--- config.mk ---
export PLATFORM = sky130hd
export DESIGN_NAME = framebuffer_writer_flat
export DESIGN_NICKNAME = d
export VERILOG_FILES = /design/src/rtl/framebuffer_writer_if.sv /design/src/rtl/framebuffer_writer.sv /design/src/flat_wrapper.sv
export SDC_FILE = /design/constraint.sdc
export NUM_CORES = 1
export LEC_CHECK = 0
export CAP_MARGIN = 20
export CORE_UTILIZATION = 60
export CTS_BUF_LIST = sky130_fd_sc_hd__clkbuf_8
export DETAILED_ROUTE_END_ITERATION = 7
export PLACE_DENSITY_LB_ADDON = 0.1
export RECOVER_POWER = 100
export SYNTH_ARGS = -nofsm -noshare
export SYNTH_HDL_FRONTEND = slang
export SYNTH_SLANG_ARGS = --single-unit
export TNS_END_PERCENT = 20
--- constraint.sdc ---
create_clock -name clk_in -period 3.25 [get_ports clk_in]
set_input_delay 0.65 -clock clk_in [delete_from_list [all_inputs] [get_ports clk_in]]
set_output_delay 0.65 -clock clk_in [all_outputs]
set_load 0.02 [all_outputs]
--- src/rtl/framebuffer_writer_if.sv ---
// Pixel-stream and memory-write signals between rasterizer, framebuffer_writer and the BRAM port.
// The slave modport is the writer's view; master is the surrounding rasterizer/memory side.
`timescale 1ns/1ps
interface framebuffer_writer_if #(
   parameter int COORD_WIDTH = 32,
   parameter int COLOR_WIDTH = 8,
   parameter int H_RES       = 320,
   parameter int V_RES       = 180
);
   localparam int ADDR_WIDTH = $clog2(H_RES * V_RES);

   logic                          pixel_valid;
   logic signed [COORD_WIDTH-1:0] pixel_x;
   logic signed [COORD_WIDTH-1:0] pixel_y;
   logic        [COLOR_WIDTH-1:0] pixel_color;
   logic                          pixel_ready;
   logic        [ADDR_WIDTH-1:0]  mem_addr;
   logic        [COLOR_WIDTH-1:0] mem_data;
   logic                          mem_we;
   logic                          mem_ready;

   modport master (
      output pixel_valid, pixel_x, pixel_y, pixel_color, mem_ready,
      input  pixel_ready, mem_addr, mem_data, mem_we
   );

   modport slave (
      input  pixel_valid, pixel_x, pixel_y, pixel_color, mem_ready,
      output pixel_ready, mem_addr, mem_data, mem_we
   );
endinterface

--- src/rtl/framebuffer_writer.sv ---
// Clips rasterizer pixels, converts them to linear framebuffer addresses and queues BRAM writes;
// also fills the framebuffer on request. Optional clip statistics port under FBW_CLIP_STATS_EN.
`timescale 1ns/1ps
module framebuffer_writer #(
   parameter int COORD_WIDTH = 32,
   parameter int H_RES       = 320,
   parameter int V_RES       = 180,
   parameter int COLOR_WIDTH = 8,
   parameter int FIFO_DEPTH  = 8
) (
   input  logic                   clk_in,
   input  logic                   rst_n_in,
   framebuffer_writer_if.slave    bus,
   input  logic                   clear_start,
   input  logic [COLOR_WIDTH-1:0] clear_color,
   output logic                   clear_busy,
   output logic                   clear_done,
`ifdef FBW_CLIP_STATS_EN
   output logic                   idle,
   output logic [15:0]            clip_count
`else
   output logic                   idle
`endif
);
   localparam int ADDR_WIDTH = $clog2(H_RES * V_RES);
   localparam int PTR_W      = $clog2(FIFO_DEPTH);

   localparam logic signed [COORD_WIDTH-1:0] H_LIM     = COORD_WIDTH'(H_RES);
   localparam logic signed [COORD_WIDTH-1:0] V_LIM     = COORD_WIDTH'(V_RES);
   localparam logic [ADDR_WIDTH-1:0]         H_RES_A   = ADDR_WIDTH'(H_RES);
   localparam logic [ADDR_WIDTH-1:0]         LAST_ADDR = ADDR_WIDTH'(H_RES * V_RES - 1);
   localparam logic [PTR_W+1:0]              READY_LIM = (PTR_W + 2)'(FIFO_DEPTH - 2);

   typedef enum logic {S_RUN, S_CLEAR} state_e;

   state_e                 state_q, state_d;
   logic                   clear_pending_q, clear_pending_d;
   logic                   clear_done_q, clear_done_d;
   logic [ADDR_WIDTH-1:0]  clr_cnt_q, clr_cnt_d;
   logic [COLOR_WIDTH-1:0] clr_color_q, clr_color_d;

   logic                   s1_valid_q, s1_valid_d;
   logic                   s1_clip_q, s1_clip_d;
   logic [ADDR_WIDTH-1:0]  s1_addr_q, s1_addr_d;
   logic [COLOR_WIDTH-1:0] s1_color_q, s1_color_d;

   logic [ADDR_WIDTH-1:0]  fifo_addr_q [FIFO_DEPTH];
   logic [ADDR_WIDTH-1:0]  fifo_addr_d [FIFO_DEPTH];
   logic [COLOR_WIDTH-1:0] fifo_data_q [FIFO_DEPTH];
   logic [COLOR_WIDTH-1:0] fifo_data_d [FIFO_DEPTH];
   logic [PTR_W-1:0]       wr_ptr_q, wr_ptr_d;
   logic [PTR_W-1:0]       rd_ptr_q, rd_ptr_d;
   logic [PTR_W:0]         count_q, count_d;

   logic                   pix_rdy, accept, pix_clip, push, pop, fifo_empty;
   logic [ADDR_WIDTH-1:0]  pix_addr, x_lo, y_lo;
   logic [PTR_W+1:0]       occ;

   assign fifo_empty = (count_q == '0);
   assign accept     = bus.pixel_valid & pix_rdy;
   assign push       = s1_valid_q & ~s1_clip_q;
   assign pop        = (state_q == S_RUN) & ~fifo_empty & bus.mem_ready;
   assign occ        = (PTR_W + 2)'(count_q) + (PTR_W + 2)'(s1_valid_q);

   // Stage 1: clip test and address arithmetic on the incoming pixel.
   always_comb begin
      x_lo     = bus.pixel_x[ADDR_WIDTH-1:0];
      y_lo     = bus.pixel_y[ADDR_WIDTH-1:0];
      pix_addr = y_lo * H_RES_A + x_lo;
      pix_clip = bus.pixel_x[COORD_WIDTH-1] | (bus.pixel_x >= H_LIM) |
                 bus.pixel_y[COORD_WIDTH-1] | (bus.pixel_y >= V_LIM);

      s1_valid_d = accept;
      s1_clip_d  = s1_clip_q;
      s1_addr_d  = s1_addr_q;
      s1_color_d = s1_color_q;
      if (accept) begin
         s1_clip_d  = pix_clip;
         s1_addr_d  = pix_addr;
         s1_color_d = bus.pixel_color;
      end
   end

   // Stage 2: write FIFO; occupancy is bounded by pix_rdy so push never overflows.
   always_comb begin
      fifo_addr_d = fifo_addr_q;
      fifo_data_d = fifo_data_q;
      wr_ptr_d    = wr_ptr_q;
      rd_ptr_d    = rd_ptr_q;
      if (push) begin
         fifo_addr_d[wr_ptr_q] = s1_addr_q;
         fifo_data_d[wr_ptr_q] = s1_color_q;
         wr_ptr_d              = wr_ptr_q + PTR_W'(1);
      end
      if (pop)
         rd_ptr_d = rd_ptr_q + PTR_W'(1);
      count_d = count_q + (PTR_W + 1)'(push) - (PTR_W + 1)'(pop);
   end

   // Next-state: a clear waits for the pixel path to drain, then sweeps every address.
   always_comb begin
      state_d         = state_q;
      clear_pending_d = clear_pending_q;
      clr_cnt_d       = clr_cnt_q;
      clr_color_d     = clr_color_q;
      clear_done_d    = 1'b0;
      case (state_q)
         S_RUN: begin
            if (clear_start && !clear_pending_q)
               clear_pending_d = 1'b1;
            if (clear_pending_q && fifo_empty && !s1_valid_q) begin
               state_d     = S_CLEAR;
               clr_cnt_d   = '0;
               clr_color_d = clear_color;
            end
         end
         S_CLEAR: begin
            if (bus.mem_ready) begin
               if (clr_cnt_q == LAST_ADDR) begin
                  state_d         = S_RUN;
                  clear_pending_d = 1'b0;
                  clear_done_d    = 1'b1;
               end else begin
                  clr_cnt_d = clr_cnt_q + ADDR_WIDTH'(1);
               end
            end
         end
         default: state_d = S_RUN;
      endcase
   end

   always_ff @(posedge clk_in) begin
      if (!rst_n_in) begin
         state_q         <= S_RUN;
         clear_pending_q <= 1'b0;
         clear_done_q    <= 1'b0;
         clr_cnt_q       <= '0;
         clr_color_q     <= '0;
         s1_valid_q      <= 1'b0;
         s1_clip_q       <= 1'b0;
         s1_addr_q       <= '0;
         s1_color_q      <= '0;
         wr_ptr_q        <= '0;
         rd_ptr_q        <= '0;
         count_q         <= '0;
         for (int i = 0; i < FIFO_DEPTH; i++) begin
            fifo_addr_q[i] <= '0;
            fifo_data_q[i] <= '0;
         end
      end else begin
         state_q         <= state_d;
         clear_pending_q <= clear_pending_d;
         clear_done_q    <= clear_done_d;
         clr_cnt_q       <= clr_cnt_d;
         clr_color_q     <= clr_color_d;
         s1_valid_q      <= s1_valid_d;
         s1_clip_q       <= s1_clip_d;
         s1_addr_q       <= s1_addr_d;
         s1_color_q      <= s1_color_d;
         wr_ptr_q        <= wr_ptr_d;
         rd_ptr_q        <= rd_ptr_d;
         count_q         <= count_d;
         fifo_addr_q     <= fifo_addr_d;
         fifo_data_q     <= fifo_data_d;
      end
   end

   // Outputs; pixel_ready is held low while reset is asserted.
   always_comb begin
      pix_rdy = rst_n_in & (state_q == S_RUN) & ~clear_pending_q & (occ <= READY_LIM);
      if (state_q == S_CLEAR) begin
         bus.mem_we   = 1'b1;
         bus.mem_addr = clr_cnt_q;
         bus.mem_data = clr_color_q;
      end else begin
         bus.mem_we   = ~fifo_empty;
         bus.mem_addr = fifo_empty ? '0 : fifo_addr_q[rd_ptr_q];
         bus.mem_data = fifo_empty ? '0 : fifo_data_q[rd_ptr_q];
      end
      bus.pixel_ready = pix_rdy;
      clear_busy      = clear_pending_q | (state_q == S_CLEAR);
      clear_done      = clear_done_q;
      idle            = (state_q == S_RUN) & fifo_empty & ~s1_valid_q & ~clear_pending_q;
   end

`ifdef FBW_CLIP_STATS_EN
   logic [15:0] clip_cnt_q, clip_cnt_d;

   always_comb begin
      clip_cnt_d = clip_cnt_q;
      if (clear_done_d)
         clip_cnt_d = '0;
      else if (s1_valid_q && s1_clip_q && clip_cnt_q != 16'hFFFF)
         clip_cnt_d = clip_cnt_q + 16'd1;
   end

   always_ff @(posedge clk_in) begin
      if (!rst_n_in) clip_cnt_q <= '0;
      else           clip_cnt_q <= clip_cnt_d;
   end

   assign clip_count = clip_cnt_q;
`else
`endif
endmodule

--- src/flat_wrapper.sv ---
// flat-port wrapper written by rule: the top's interface ports become plain ports
module framebuffer_writer_flat 
#(
   parameter int COORD_WIDTH = 32,
   parameter int H_RES       = 320,
   parameter int V_RES       = 180,
   parameter int COLOR_WIDTH = 8,
   parameter int FIFO_DEPTH  = 8
)
  (clk_in, rst_n_in, clear_start, clear_color, clear_busy, clear_done, idle, bus_pixel_valid, bus_pixel_x, bus_pixel_y, bus_pixel_color, bus_mem_ready, bus_pixel_ready, bus_mem_addr, bus_mem_data, bus_mem_we);
  framebuffer_writer_if #(.COORD_WIDTH(COORD_WIDTH), .COLOR_WIDTH(COLOR_WIDTH), .H_RES(H_RES), .V_RES(V_RES)) bus_i ();
  input  logic clk_in;
  input  logic rst_n_in;
  input  logic clear_start;
  input  logic [COLOR_WIDTH-1:0] clear_color;
  output logic clear_busy;
  output logic clear_done;
  output logic idle;
  input wire logic [$bits(bus_i.pixel_valid)-1:0] bus_pixel_valid;
  input wire logic [$bits(bus_i.pixel_x)-1:0] bus_pixel_x;
  input wire logic [$bits(bus_i.pixel_y)-1:0] bus_pixel_y;
  input wire logic [$bits(bus_i.pixel_color)-1:0] bus_pixel_color;
  input wire logic [$bits(bus_i.mem_ready)-1:0] bus_mem_ready;
  output wire logic [$bits(bus_i.pixel_ready)-1:0] bus_pixel_ready;
  output wire logic [$bits(bus_i.mem_addr)-1:0] bus_mem_addr;
  output wire logic [$bits(bus_i.mem_data)-1:0] bus_mem_data;
  output wire logic [$bits(bus_i.mem_we)-1:0] bus_mem_we;
  assign bus_i.pixel_valid = bus_pixel_valid;
  assign bus_i.pixel_x = bus_pixel_x;
  assign bus_i.pixel_y = bus_pixel_y;
  assign bus_i.pixel_color = bus_pixel_color;
  assign bus_i.mem_ready = bus_mem_ready;
  assign bus_pixel_ready = bus_i.pixel_ready;
  assign bus_mem_addr = bus_i.mem_addr;
  assign bus_mem_data = bus_i.mem_data;
  assign bus_mem_we = bus_i.mem_we;
  framebuffer_writer #(.COORD_WIDTH(COORD_WIDTH), .H_RES(H_RES), .V_RES(V_RES), .COLOR_WIDTH(COLOR_WIDTH), .FIFO_DEPTH(FIFO_DEPTH)) u_core (.clk_in(clk_in), .rst_n_in(rst_n_in), .bus(bus_i), .clear_start(clear_start), .clear_color(clear_color), .clear_busy(clear_busy), .clear_done(clear_done), .idle(idle));
endmodule
## After elaboration in Yosys (flattened, before gate mapping)

Cells that the tools add are included.

- Add/sub/neg operators: 7
- Multiplexer cells: 30
- $lt $le $gt $ge: 6
- Eq/ne operators: 6
- Multiply operators: 1
- Bitwise gates (word level): 21
- Reductions and logical operators: 11

Operators by type and width:

| kind | count |
|---|---|
| $bwmux W128 | 1 |
| $mux W16 | 8 |
| $bwmux W64 | 1 |
| $bmux W16 S3 | 1 |
| $demux W16 S3 | 1 |
| $mux W8 | 5 |
| $ge A32 B10 Y1 const B | 1 |
| $ge A32 B9 Y1 const B | 1 |
| $pmux W16 S2 | 1 |
| $bmux W8 S3 | 1 |
| $demux W8 S3 | 1 |
| $add A16 B1 Y16 const B | 1 |
| $add A16 B16 Y16 | 1 |
| $eq A16 B16 Y1 const B | 1 |
| $mul A16 B3 Y10 const B | 1 |
| $and A1 B1 Y1 | 10 |
| $reduce_and A3 Y1 | 3 |
| $ge A4 B4 Y1 const B | 2 |
| $mux W1 | 8 |
| $not A3 Y4 | 2 |
| $add A3 B1 Y3 const B | 2 |
| $ne A2 B2 Y1 const B | 3 |
| $add A4 B1 Y5 | 1 |
| $le A5 B3 Y1 const B | 1 |
| other kinds (11) | 24 |

- Input port bits: 85
- Register bits after elaboration: 255
- Word-level logic and storage cells: 110
- Output and inout bits: 29

## Longest topological paths before layout

Gate-level depths: netlist of the first run.

- Depth after elaboration: 6
- Gate-level depth with buffers: 13
- Mapped depth without buffers: 13

## Worst setup path before layout of the first run

Ideal clock, no wire load.

- Kind: input port to flip-flop
- Start point: in bus_pixel_y[1]
- End point: reg u_core.s1_addr_q[14]
- Stages on the path: 12
- Buffers on the path: 0
- Setup slack: 242 ps
- Library setup time: 131 ps
- Data arrival time: 2877 ps
- Data required time: 3119 ps
- Cell sequence: ha_1 > ha_1 > inv_1 > fa_1 > inv_1 > ha_1 > a21oi_1 > nor2b_1 > a311o_1 > o31a_1 > xnor2_1 > o21ai_0

- Cells in the longest elaborated chain, start to end: 2

RTL lines:

| item | RTL line | text |
|---|---|---|
| start: declaration | flat_wrapper.sv:21 | `input wire logic [$bits(bus_i.pixel_y)-1:0] bus_pixel_y;` |
| $mul A16 B3 Y10 | framebuffer_writer.sv:69 | `pix_addr = y_lo * H_RES_A + x_lo;` |
| $add A16 B16 Y16 | framebuffer_writer.sv:69 |  |
| end signal: assignment | framebuffer_writer.sv:158 | `s1_addr_q <= s1_addr_d;` |
| end: declaration | framebuffer_writer.sv:44 | `logic [ADDR_WIDTH-1:0] s1_addr_q, s1_addr_d;` |

Every way passes these cells.
A chain may end at the register's enable or synchronous reset.

## Worst setup path after layout of the first run

- Start point: reg u_core.rd_ptr_q[0]
- End point: out bus_mem_addr[6]

- Cells in the longest elaborated chain, start to end: 6

RTL lines:

| item | RTL line | text |
|---|---|---|
| start: declaration | framebuffer_writer.sv:52 | `logic [PTR_W-1:0] rd_ptr_q, rd_ptr_d;` |
| start signal: assignment | framebuffer_writer.sv:161 | `rd_ptr_q <= rd_ptr_d;` |
| $not A3 Y4 (implied by the code) | framebuffer_writer.sv:177 | `bus.mem_addr = fifo_empty ? '0 : fifo_addr_q[rd_ptr_q];` |
| $bmux W16 S3 | framebuffer_writer.sv:177 |  |
| $mux W16 (implied by the code) (2 in a row) | framebuffer_writer.sv:177 |  |
| $mux W16 | framebuffer_writer.sv:177 |  |
| $mux W16 | framebuffer_writer.sv:171 | `if (state_q == S_CLEAR) begin` |
| end: declaration | flat_wrapper.sv:25 | `output wire logic [$bits(bus_i.mem_addr)-1:0] bus_mem_addr;` |

Every way passes these cells. The select of a mux whose other input is x is not followed.

==> impl_results.md, run 1 <==
* H-tree Lvls at 2
* Min Tclk post-route at 3180 ps
* Cell family with the largest share of critical-path delay: multiplexers
* CP Cell Sequence: buf_4 > mux4_2 > mux2i_2 > o21ai_0 > dlygate4sd2_1
* Bufs on Longest Clock Path at 3
* Switch Pwr at 2.31 mW
* Combinational power share at 21.4%
* Syn nets at 1551
* DIE AREA at 21200 um2
* Required @ worst endpoint at 2600 ps
* Post-synth top flop: dfxtp_1
* Vias in the first global route at 9951
* Flops & latches, synth at 255
* Post-synthesis compound-gate area fraction at 17.3%
* Hold Crit Class: in2reg
* Post-synthesis cell count at 1429
* Final Hold Fails at 0
* FP Rows at 52
* PortBufs at 113
* Layout overhead on the synthesized area at 18.2%
* TritonCTS clock tree: built
* Setup ws final at 66.3 ps
* I/O pin count at 114
* First-pass iteration count of the detailed router at 5
* Outcome: complete, no violations
* WP buf/inv at 2
* Synth Warn # at 0
* Iteration-0 DRC Markers at 861
* Worst reg-to-reg setup slack at 170 ps
* Crit path capture: bus_mem_addr[6]
* Clock transition at path regs at 60 ps
* Synth async-reset ratio at 0%
* Total GRT Usage at 31.0%
* Slew margin rel. at 26.8%
* Period utilisation layout at 98.0%
* Sw Share at 29.5%
* Critical path class: reg2out
* Critical R2R Launch: u_core.s1_valid_q
* Post-Synth XOR/XNOR Area at 2.34%
* Finished Cell Area at 14600 um2
* Slowest CP cell: mux4_2
* Initial Utilization at 61.1%
* Hpwl dp at 20600 um
* Worst Tran Pin Value at 1100 ps
* Fmax at 0.314 GHz
* Setup Viol. Count Final at 0
* Die H at 145 um
* Max-slew violations at 0
* LEAKAGE at 5.13 nW
* CP startpoint: u_core.rd_ptr_q[0]
* Clk pwr share at 34.9%
* Main combinational cell family by area after synthesis: simple AND/OR/NAND/NOR gates
* Crit path DAT at 2530 ps
* Max stage delay on crit path at 530 ps
* R2R Path End: u_core.fifo_addr_q[25]
* Die width at 145 um
* CP Capture Type: primary output
* Critical path fanouts, max at 8
* WP depth at 5
* Share of cells above drive strength 1 at 11.3%
* CP Launch Type: flip-flop
* Worst-case reg-to-reg path depth at 6
* DR WL/cell at 18.0 um
* Post-synthesis mux area share at 10.9%
* Vias after detailed routing at 10400
* ANT cells at 0
* CTS buffer count at 43
* Synth top area cells: dfxtp_1 41%, nand2_1 15%, a21boi_0 13%
* Synth Area in Adders at 3.93%
* Synth top area share at 41.3%
* Internal power at 5.52 mW
* Most common cell in the synthesized netlist: nand2_1
* Final wirelength at 32700 um
* Final Util at 72.2%
* Number of flops mapped to enable cells by yosys at 0
* Core area at 20200 um2
* Synth top cells by count: 483 x nand2_1, 255 x dfxtp_1, 221 x a21boi_0
* Dpl cell area at 13800 um2
* Largest net degree at the start of global routing at 134
* Max VDD drop at 318 uV
* Grt ovf at 0
* Pwr Density at 536 nW/um2
* Setup WS pre-CTS at -326 ps
* Final net count at 1643
* Syn Std Cell Area at 12400 um2
* Synth Area in Simple Gates at 19.8%
* Fin Clk Skew at 21.2 ps
* Reg power frac at 43.7%
* Average cell area after synthesis at 8.65 um2
* Yosys cell types at 53
* Max cap viols at 0
* Most area-hungry cell type in the Yosys netlist: dfxtp_1
* Worst-Skew Late Latency at 550 ps
* Clk sinks at 255
* Via density at 5.69
* DRT antenna net count at 0
* DRC Markers at 0
* Worst hold path cell count at 2
* Root buf cell: clkbuf_8
* Gpl congestion at 0.835
* First-pass GRT wire length at 51800 um
* Initial antenna violation count at 0
* Register area share after synthesis at 41.3%
* Unrepaired setup endpoints after global routing: no
layout by cell type (no fill, tap or decap), drive strengths merged, types with 9 or more instances in the layout:
master,count
nor2,20
nand3,9
mux4,48
xor2,16
buf,40
a21boi,222
xnor2,17
dfxtp,255
a21oi,19
nor2b,11
o21ai,38
clkdlybuf4s50,84
ha,34
nand4,9
inv,39
nor4,12
nand2,483
clkbuf,69
and2,9
mux2i,26
dlygate4sd2,22
area by class of cell:
class	instances	area (um2)
multi-input cells	1034	6720
fillers	1561	5630
flip-flops and latches	255	5110
repair buffers	166	1530
clock buffers	54	743
well taps	270	338
clock inverters	20	85.1
inverters	21	78.8
worst min path at each step:
stage                                 from                      to  slack [ps]
CTS                               rst_n_in     u_core.s1_addr_q[0]         410
finish                            rst_n_in     u_core.s1_addr_q[0]         420
floorplan           u_core.fifo_addr_q[16]  u_core.fifo_addr_q[16]         440
global route                      rst_n_in     u_core.s1_addr_q[0]         410
global placement    u_core.fifo_addr_q[82]  u_core.fifo_addr_q[82]         450
detailed placement  u_core.fifo_addr_q[83]  u_core.fifo_addr_q[83]         460
power by group through the flow:
| stage | sequential (mW) | combinational (mW) | clock [mW] |
|---|---|---|---|
| finish | 3.42 | 1.68 | 2.73 |
| global route | 3.44 | 1.84 | 2.93 |
| CTS | 3.42 | 1.71 | 2.77 |
| detailed placement | 3.50 | 1.68 | 0 |
| global placement | 3.50 | 1.64 | 0 |
| floorplan | 3.34 | 1.20 | 0 |
state kept, by name, summed over array words and instances (netlist names):
register / flops
u_core.clear_pending_q: 1
u_core.wr_ptr_q: 3
u_core.s1_valid_q: 1
u_core.s1_clip_q: 1
u_core.s1_color_q: 8
u_core.count_q: 4
u_core.state_q: 1
u_core.fifo_data_q: 64
u_core.fifo_addr_q: 128
u_core.rd_ptr_q: 3
u_core.clr_cnt_q: 16
u_core.s1_addr_q: 16
u_core.clear_done: 1
u_core.clr_color_q: 8
cells by family (layout without fill, tap and decap cells):
group,after synthesis,in the layout
simple gates,588,588
compound gates,302,302
flops,255,255
buf+inv,140,261
mux,74,74
fa+ha+maj,37,37
xor+xnor,33,33
stage by stage:
step           setup TNS (ps)  instances  power [mW]  hold WS [ps]
3_3_place_gp            -1100       1744        5.14           449
5_1_grt                     0       1820        8.21           409
2_1_floorplan               0       1429        4.54           440
4_1_cts                     0       1820        7.91           405
3_5_place_dp            -1210       1744        5.17           455
6_report                    0       1820        7.83           417
metal layers:
metal  global-route usage [%]  routed length (um)  up-vias
met5                        0                   0        -
met4                     10.8                 684        0
met3                     4.98                2410       54
met2                     53.3               16000      402
met1                     39.7               13600     4916
li1                         -                   -     4990
what timing repair did:
item,CTS,global route
resized for setup,35,3
endpoints found under the setup margin,24,3
setup buffers,2,0
hold buffers,0,0
(Power assumes the default switching activity.)
==> inputs of run 2 (changes only) <==
Settings changed: SETUP_SLACK_MARGIN set to 0.3, SKIP_LAST_GASP set to 1.
==> run 2 against run 1 <==
  * Combinational power grew 18%
  * Final area grew 1.9%
  * Via count increased by 1.9%
  * Non-clock buffer count increased by 8
  * Setup slack better by 51 ps
  * Core utilization rose by 1.3 points
  * Sequential power about the same
  * Largest cell class unchanged
  * Power rose by 6.2%
  * Sequential cell count stayed put
  * Clock skew decreased by 1.9 ps
  * Critical path depth unchanged
==> impl_results.md, run 2 (synthesis results as in run 1) <==
* Outcome: complete, no violations
* Worst Tran Pin Value at 1080 ps (-15.9 ps)
* Setup Viol. Count Final at 0 (unchanged)
* Hold Crit Class: reg2reg
* Crit path DAT at 2480 ps (-50 ps)
* Max VDD drop at 252 uV (-21%)
* Critical path class: reg2out
* Unrepaired setup endpoints after global routing: yes
* Layout overhead on the synthesized area at 20.4%
* ANT cells at 0 (unchanged)
* First-pass GRT wire length at 53800 um (+4.0%)
* Largest regs: u_core.fifo_addr_q: 128 flops, u_core.fifo_data_q: 64 flops
* DRT antenna net count at 0 (unchanged)
* TritonCTS clock tree: built
* Vias in the first global route at 10400 (+4.5%)
* PortBufs at 113 (unchanged)
* Min Tclk post-route at 3130 ps (-50.9 ps)
* DIE AREA at 21200 um2 (unchanged)
* Worst-case reg-to-reg path depth at 7 (+1)
* Clk sinks at 255 (unchanged)
* Iteration-0 DRC Markers at 847 (-1.6%)
* CP Launch Type: flip-flop
* Setup WS pre-CTS at -331 ps (-5.26 ps)
* Commonest cells after routing, fill and taps aside: 483 x nand2_1, 253 x dfxtp_1, 222 x a21boi_0, 79 x clkdlybuf4s50_1, 55 x clkbuf_8
* Period utilisation layout at 96.4% (-1.6 points)
* Final Hold Fails at 0 (unchanged)
* DR WL/cell at 18.3 um (+1.8%)
* CTS buffer count at 42 (-2.3%)
* Reg with most FFs: u_core.fifo_addr_q
* Placed Instances at 1743 (-0.057%)
* Die width at 145 um (unchanged)
* Max-slew violations at 0 (unchanged)
* Grt ovf at 0 (unchanged)
* Gpl congestion at 0.860 (+3.1%)
* Initial Utilization at 61.1% (unchanged)
* Initial antenna violation count at 1 (+1)
* FP Rows at 52 (unchanged)
* Clock transition at path regs at 60 ps (about the same)
* Fin Clk Skew at 19.3 ps (-1.91 ps)
* Setup ws final at 117 ps (+50.9 ps)
* H-tree Lvls at 2 (unchanged)
* Vias after detailed routing at 10600 (+1.9%)
* Hpwl dp at 20100 um (-2.4%)
* CP Capture Type: primary output
* Hold Slack at 463 ps (+45.7 ps)
* Final wirelength at 33500 um (+2.5%)
* Slew margin rel. at 27.8% (+0.98 points)
* LEAKAGE at 5.19 nW (+1.2%)
* Largest net degree at the start of global routing at 242 (+81%)
* Final net count at 1650 (+0.43%)
* DRC Markers at 0 (unchanged)
* Bufs on Longest Clock Path at 3 (unchanged)
* Commonest non-fill, non-tap cell in the layout: nand2_1
* Fmax at 0.319 GHz (+1.6%)
* Non-Filler Instances at 1832 (+0.66%)
* Max cap viols at 0 (unchanged)
* Max FFs per register at 128 (unchanged)
* Total GRT Usage at 32.0% (+0.98 points)
* Filler cells at 1582 (+1.3%)
* Root buf cell: clkbuf_8
* Pwr Total at 8.32 mW (+6.2%)
* Worst-Skew Late Latency at 560 ps (about the same)
* I/O pin count at 114 (unchanged)
* Required @ worst endpoint at 2600 ps (about the same)
* Hold Buf Count CTS at 0 (unchanged)
* Via density at 5.76 (+1.2%)
* Share of cells above drive strength 1 at 13.8% (+2.5 points)
* Die H at 145 um (unchanged)
* First-pass iteration count of the detailed router at 5 (unchanged)
* Pwr Density at 559 nW/um2 (+4.3%)
* Worst hold path cell count at 2 (unchanged)
* Critical path fanouts, max at 6 (-2)
* Core area at 20200 um2 (unchanged)
==> run 2: changes by cell type in the layout (fill, tap and decap cells not counted), sizes merged <==
cell	previous run	this run
buf	40	62
bufbuf	0	1
bufinv	0	1
clkbuf	69	76
clkdlybuf4s50	84	79
clkinv	1	6
clkinvlp	1	2
dlygate4sd2	22	4
dlygate4sd3	3	2
dlymetal6s2s	1	4
inv	39	35
==> run 2: path summary, 6_finish.rpt <==
kind	start	slack (ps)	endpoint
min	u_core.fifo_addr_q[112]	460	u_core.fifo_addr_q[112]
min reg2reg	u_core.fifo_addr_q[112]	460	u_core.fifo_addr_q[112]
max reg2reg	u_core.s1_valid_q	230	u_core.fifo_addr_q[87]
max	u_core.rd_ptr_q[0]	120	bus_mem_addr[9]
==> run 2: per-layer routing <==
layer	vias up	wire (um)	share of wire (%)	track usage (%)
met2	458	15900	47	53.6
met1	5001	14200	42	41.9
met5	-	13	0.039	0
li1	5016	-	-	-
met3	80	2620	7.8	5.83
met4	2	789	2.4	10.6
==> run 2: repair_timing <==
| action | CTS | global route |
|---|---|---|
| gates resized for setup | 135 | 34 |
| cloned | 4 | 0 |
| pin swaps | 0 | 14 |
| buffers inserted | 6 | 1 |
| endpoints found under the setup margin | 31 | 30 |
==> run 2: stage by stage <==
step	util [%]	instance area (um2)	TNS [ps]
floorplan	-	12400	0
global placement	68.3	13800	-958
detailed placement	68.3	13800	-1190
CTS	73.9	15000	0
global route	73.5	14900	0
finish	73.5	14900	0
==> run 2: critical path, stage by stage, from the launching register on <==
cell and delay [ps]:
dfxtp_4 450, bufbuf_16 300, mux4_2 480, mux2i_1 340, o21ai_0 160, buf_2 180
==> run 2: area by class of cell <==
type	count	area [um2]	share of cell area [%]
inverters	21	78.8	0.530
well taps	270	338	2.27
repair buffers	174	1620	10.9
clock inverters	23	133	0.892
clock buffers	55	757	5.09
multi-input cells	1034	6840	46.0
flip-flops and latches	255	5110	34.3
==> run 2: power by group <==
| part | internal (mW) | switching, mW |
|---|---|---|
| sequential | 3.23 | 0.190 |
| clock | 1.60 | 1.32 |
| combinational | 1.02 | 0.960 |
==> inputs of run 3 (changes only) <==
Settings changed: SETUP_SLACK_MARGIN 0.3 to 0.2.
==> run 3 against run 2 <==
  * Clock power is 7% lower
  * Power is 2.9% lower
  * Die area stayed put
  * Hold slack worse by 45 ps
==> impl_results.md, run 3 (synthesis results as in run 1) <==
* Vias in the first global route at 9970 (-4.2%)
* Final wirelength at 33700 um (+0.53%)
* CP Capture Type: primary output
* Bufs on Longest Clock Path at 3 (unchanged)
* Hold_sp: rst_n_in
* Setup Viol. Count Final at 0 (unchanged)
* Core area at 20200 um2 (unchanged)
* Gpl congestion at 0.835 (-3.0%)
* Reg with most FFs: u_core.fifo_addr_q
* Slew margin rel. at 18.6% (-9.2 points)
* Critical path fanouts, max at 4 (-2)
* Fin Clk Skew at 23.4 ps (+4.10 ps)
* R2R Path End: u_core.s1_addr_q[8]
* Worst-Skew Late Latency at 550 ps (about the same)
* CTS buffer count at 43 (+2.4%)
* DR WL/cell at 18.4 um (+0.70%)
* Worst Tran Pin Value at 1220 ps (+136 ps)
* LEAKAGE at 5.23 nW (+0.84%)
* Slowest CP cell: mux4_2
* Iteration-0 DRC Markers at 1014 (+20%)
* H-tree Lvls at 2 (unchanged)
* CP most frequent cell: buf_4
* Largest net degree at the start of global routing at 134 (-45%)
* Commonest non-fill, non-tap cell in the layout: nand2_1
* DIE AREA at 21200 um2 (unchanged)
* Worst reg-to-reg setup slack at 370 ps (+140 ps)
* Initial antenna violation count at 0 (-1)
* Max FFs per register at 128 (unchanged)
* Initial Utilization at 61.1% (unchanged)
* Worst-case reg-to-reg path depth at 10 (+3)
* Root buf cell: clkbuf_8
* FP Rows at 52 (unchanged)
* Outcome: complete, no violations
* Final net count at 1652 (+0.12%)
* TritonCTS clock tree: built
* Hold Crit Class: in2reg
* CP Launch Type: flip-flop
* Max VDD drop at 319 uV (+27%)
* Die H at 145 um (unchanged)
* Clk sinks at 255 (unchanged)
* Unrepaired setup endpoints after global routing: yes
* Critical path class: reg2out
* Share of cells above drive strength 1 at 12.6% (-1.1 points)
* Vias after detailed routing at 10500 (-0.67%)
* Max cap viols at 0 (unchanged)
* Grt ovf at 0 (unchanged)
* Fmax at 0.314 GHz (-1.7%)
* Layout overhead on the synthesized area at 20.4% (about the same)
* I/O pin count at 114 (unchanged)
* Endpoint, Worst Hold: u_core.s1_addr_q[0]
* Max-slew violations at 0 (unchanged)
* ANT cells at 0 (unchanged)
* Die width at 145 um (unchanged)
* Worst hold path cell count at 2 (unchanged)
* Max stage delay on crit path at 490 ps (about the same)
* Pwr Total at 8.08 mW (-2.9%)
* First-pass GRT wire length at 51900 um (-3.7%)
* Filler cells at 1518 (-4.0%)
* Min Tclk post-route at 3190 ps (+55.4 ps)
* Hold Slack at 418 ps (-45.3 ps)
* Period utilisation layout at 98.1% (+1.7 points)
* Clock transition at path regs at 60 ps (about the same)
* Total GRT Usage at 31.1% (-0.90 points)
* DRT antenna net count at 0 (unchanged)
* Final Hold Fails at 0 (unchanged)
* Crit path DAT at 2540 ps (+60 ps)
* Largest regs: u_core.fifo_addr_q: 128 flops, u_core.fifo_data_q: 64 flops
* DRC Markers at 0 (unchanged)
* Via density at 5.73 (-0.51%)
* Critical R2R Launch: u_core.s1_valid_q
* PortBufs at 113 (unchanged)
* First-pass iteration count of the detailed router at 5 (unchanged)
* Commonest cells after routing, fill and taps aside: 483 x nand2_1, 253 x dfxtp_1, 222 x a21boi_0, 81 x clkdlybuf4s50_1, 54 x clkbuf_8
* CP Cell Sequence: buf_4 > buf_4 > mux4_2 > mux2i_1 > o21ai_0 > dlymetal6s2s_1
* Hpwl dp at 20600 um (+2.5%)
* Pwr Density at 543 nW/um2 (-2.8%)
* Required @ worst endpoint at 2600 ps (about the same)
run 3: repair_timing:
item / CTS / global route
buffers inserted: 3 / 6
hold buffers: 0 / 0
endpoints found under the setup margin: 26 / 30
cloned: 0 / 2
resized for setup: 47 / 25
pin swaps: 0 / 7
run 3: area by class of cell:
class / count / area, um2 / share of cell area (%)
repair buffers: 175 / 1700 / 11.4
clock buffers: 54 / 743 / 5.00
well taps: 270 / 338 / 2.27
clock inverters: 20 / 85.1 / 0.572
inverters: 21 / 78.8 / 0.530
multi-input cells: 1034 / 6820 / 45.8
flip-flops and latches: 255 / 5110 / 34.4
run 3: how the worst max path moves through the flow:
stage / startpoint / to / slack (ps) / cells past startpoint
final: u_core.rd_ptr_q[0] / bus_mem_addr[2] / 60 / 6
after global routing: u_core.rd_ptr_q[0] / bus_mem_addr[2] / 30 / 6
after CTS: u_core.rd_ptr_q[0] / bus_mem_addr[6] / 60 / 5
after detailed placement: bus_pixel_y[2] / u_core.s1_addr_q[15] / -330 / 12
after global placement: bus_pixel_y[2] / u_core.s1_addr_q[13] / -320 / 12
after floorplan: bus_pixel_y[1] / u_core.s1_addr_q[14] / 240 / 12
run 3: worst max-delay path, delay by kind of cell, from the launching register on:
family / cells / cell delay (ps)
muxes: 2 / 940
DFF: 1 / 360
AOI/OAI and AO/OA: 1 / 170
buffers and inverters: 3 / 540
run 3: stage by stage:
stage	worst slack (ps)	instance area (um2)	util, %	setup TNS (ps)	std cells
floorplan	242	12400	-	0	1429
global placement	-317	13800	68.4	-1100	1744
detailed placement	-326	13800	68.4	-1210	1744
CTS	57.5	14700	72.8	0	1821
global route	28.5	14900	73.5	0	1829
finish	61.8	14900	73.5	0	1829
run 3: per-layer routing:
metal  global-route usage, %  vias up  part of all wire, %
met5                       0        -                    0
met4                    10.7        0                  2.2
met3                    5.11       58                  7.2
met2                    53.6      425                   49
met1                    39.7     4984                   42
li1                        -     5019                    -
run 3: power by group:
group          total (mW)  internal [mW]  switching, mW
sequential           3.40           3.23          0.172
clock                2.73           1.49           1.25
combinational        1.95          0.978          0.969
total                8.08           5.69           2.39
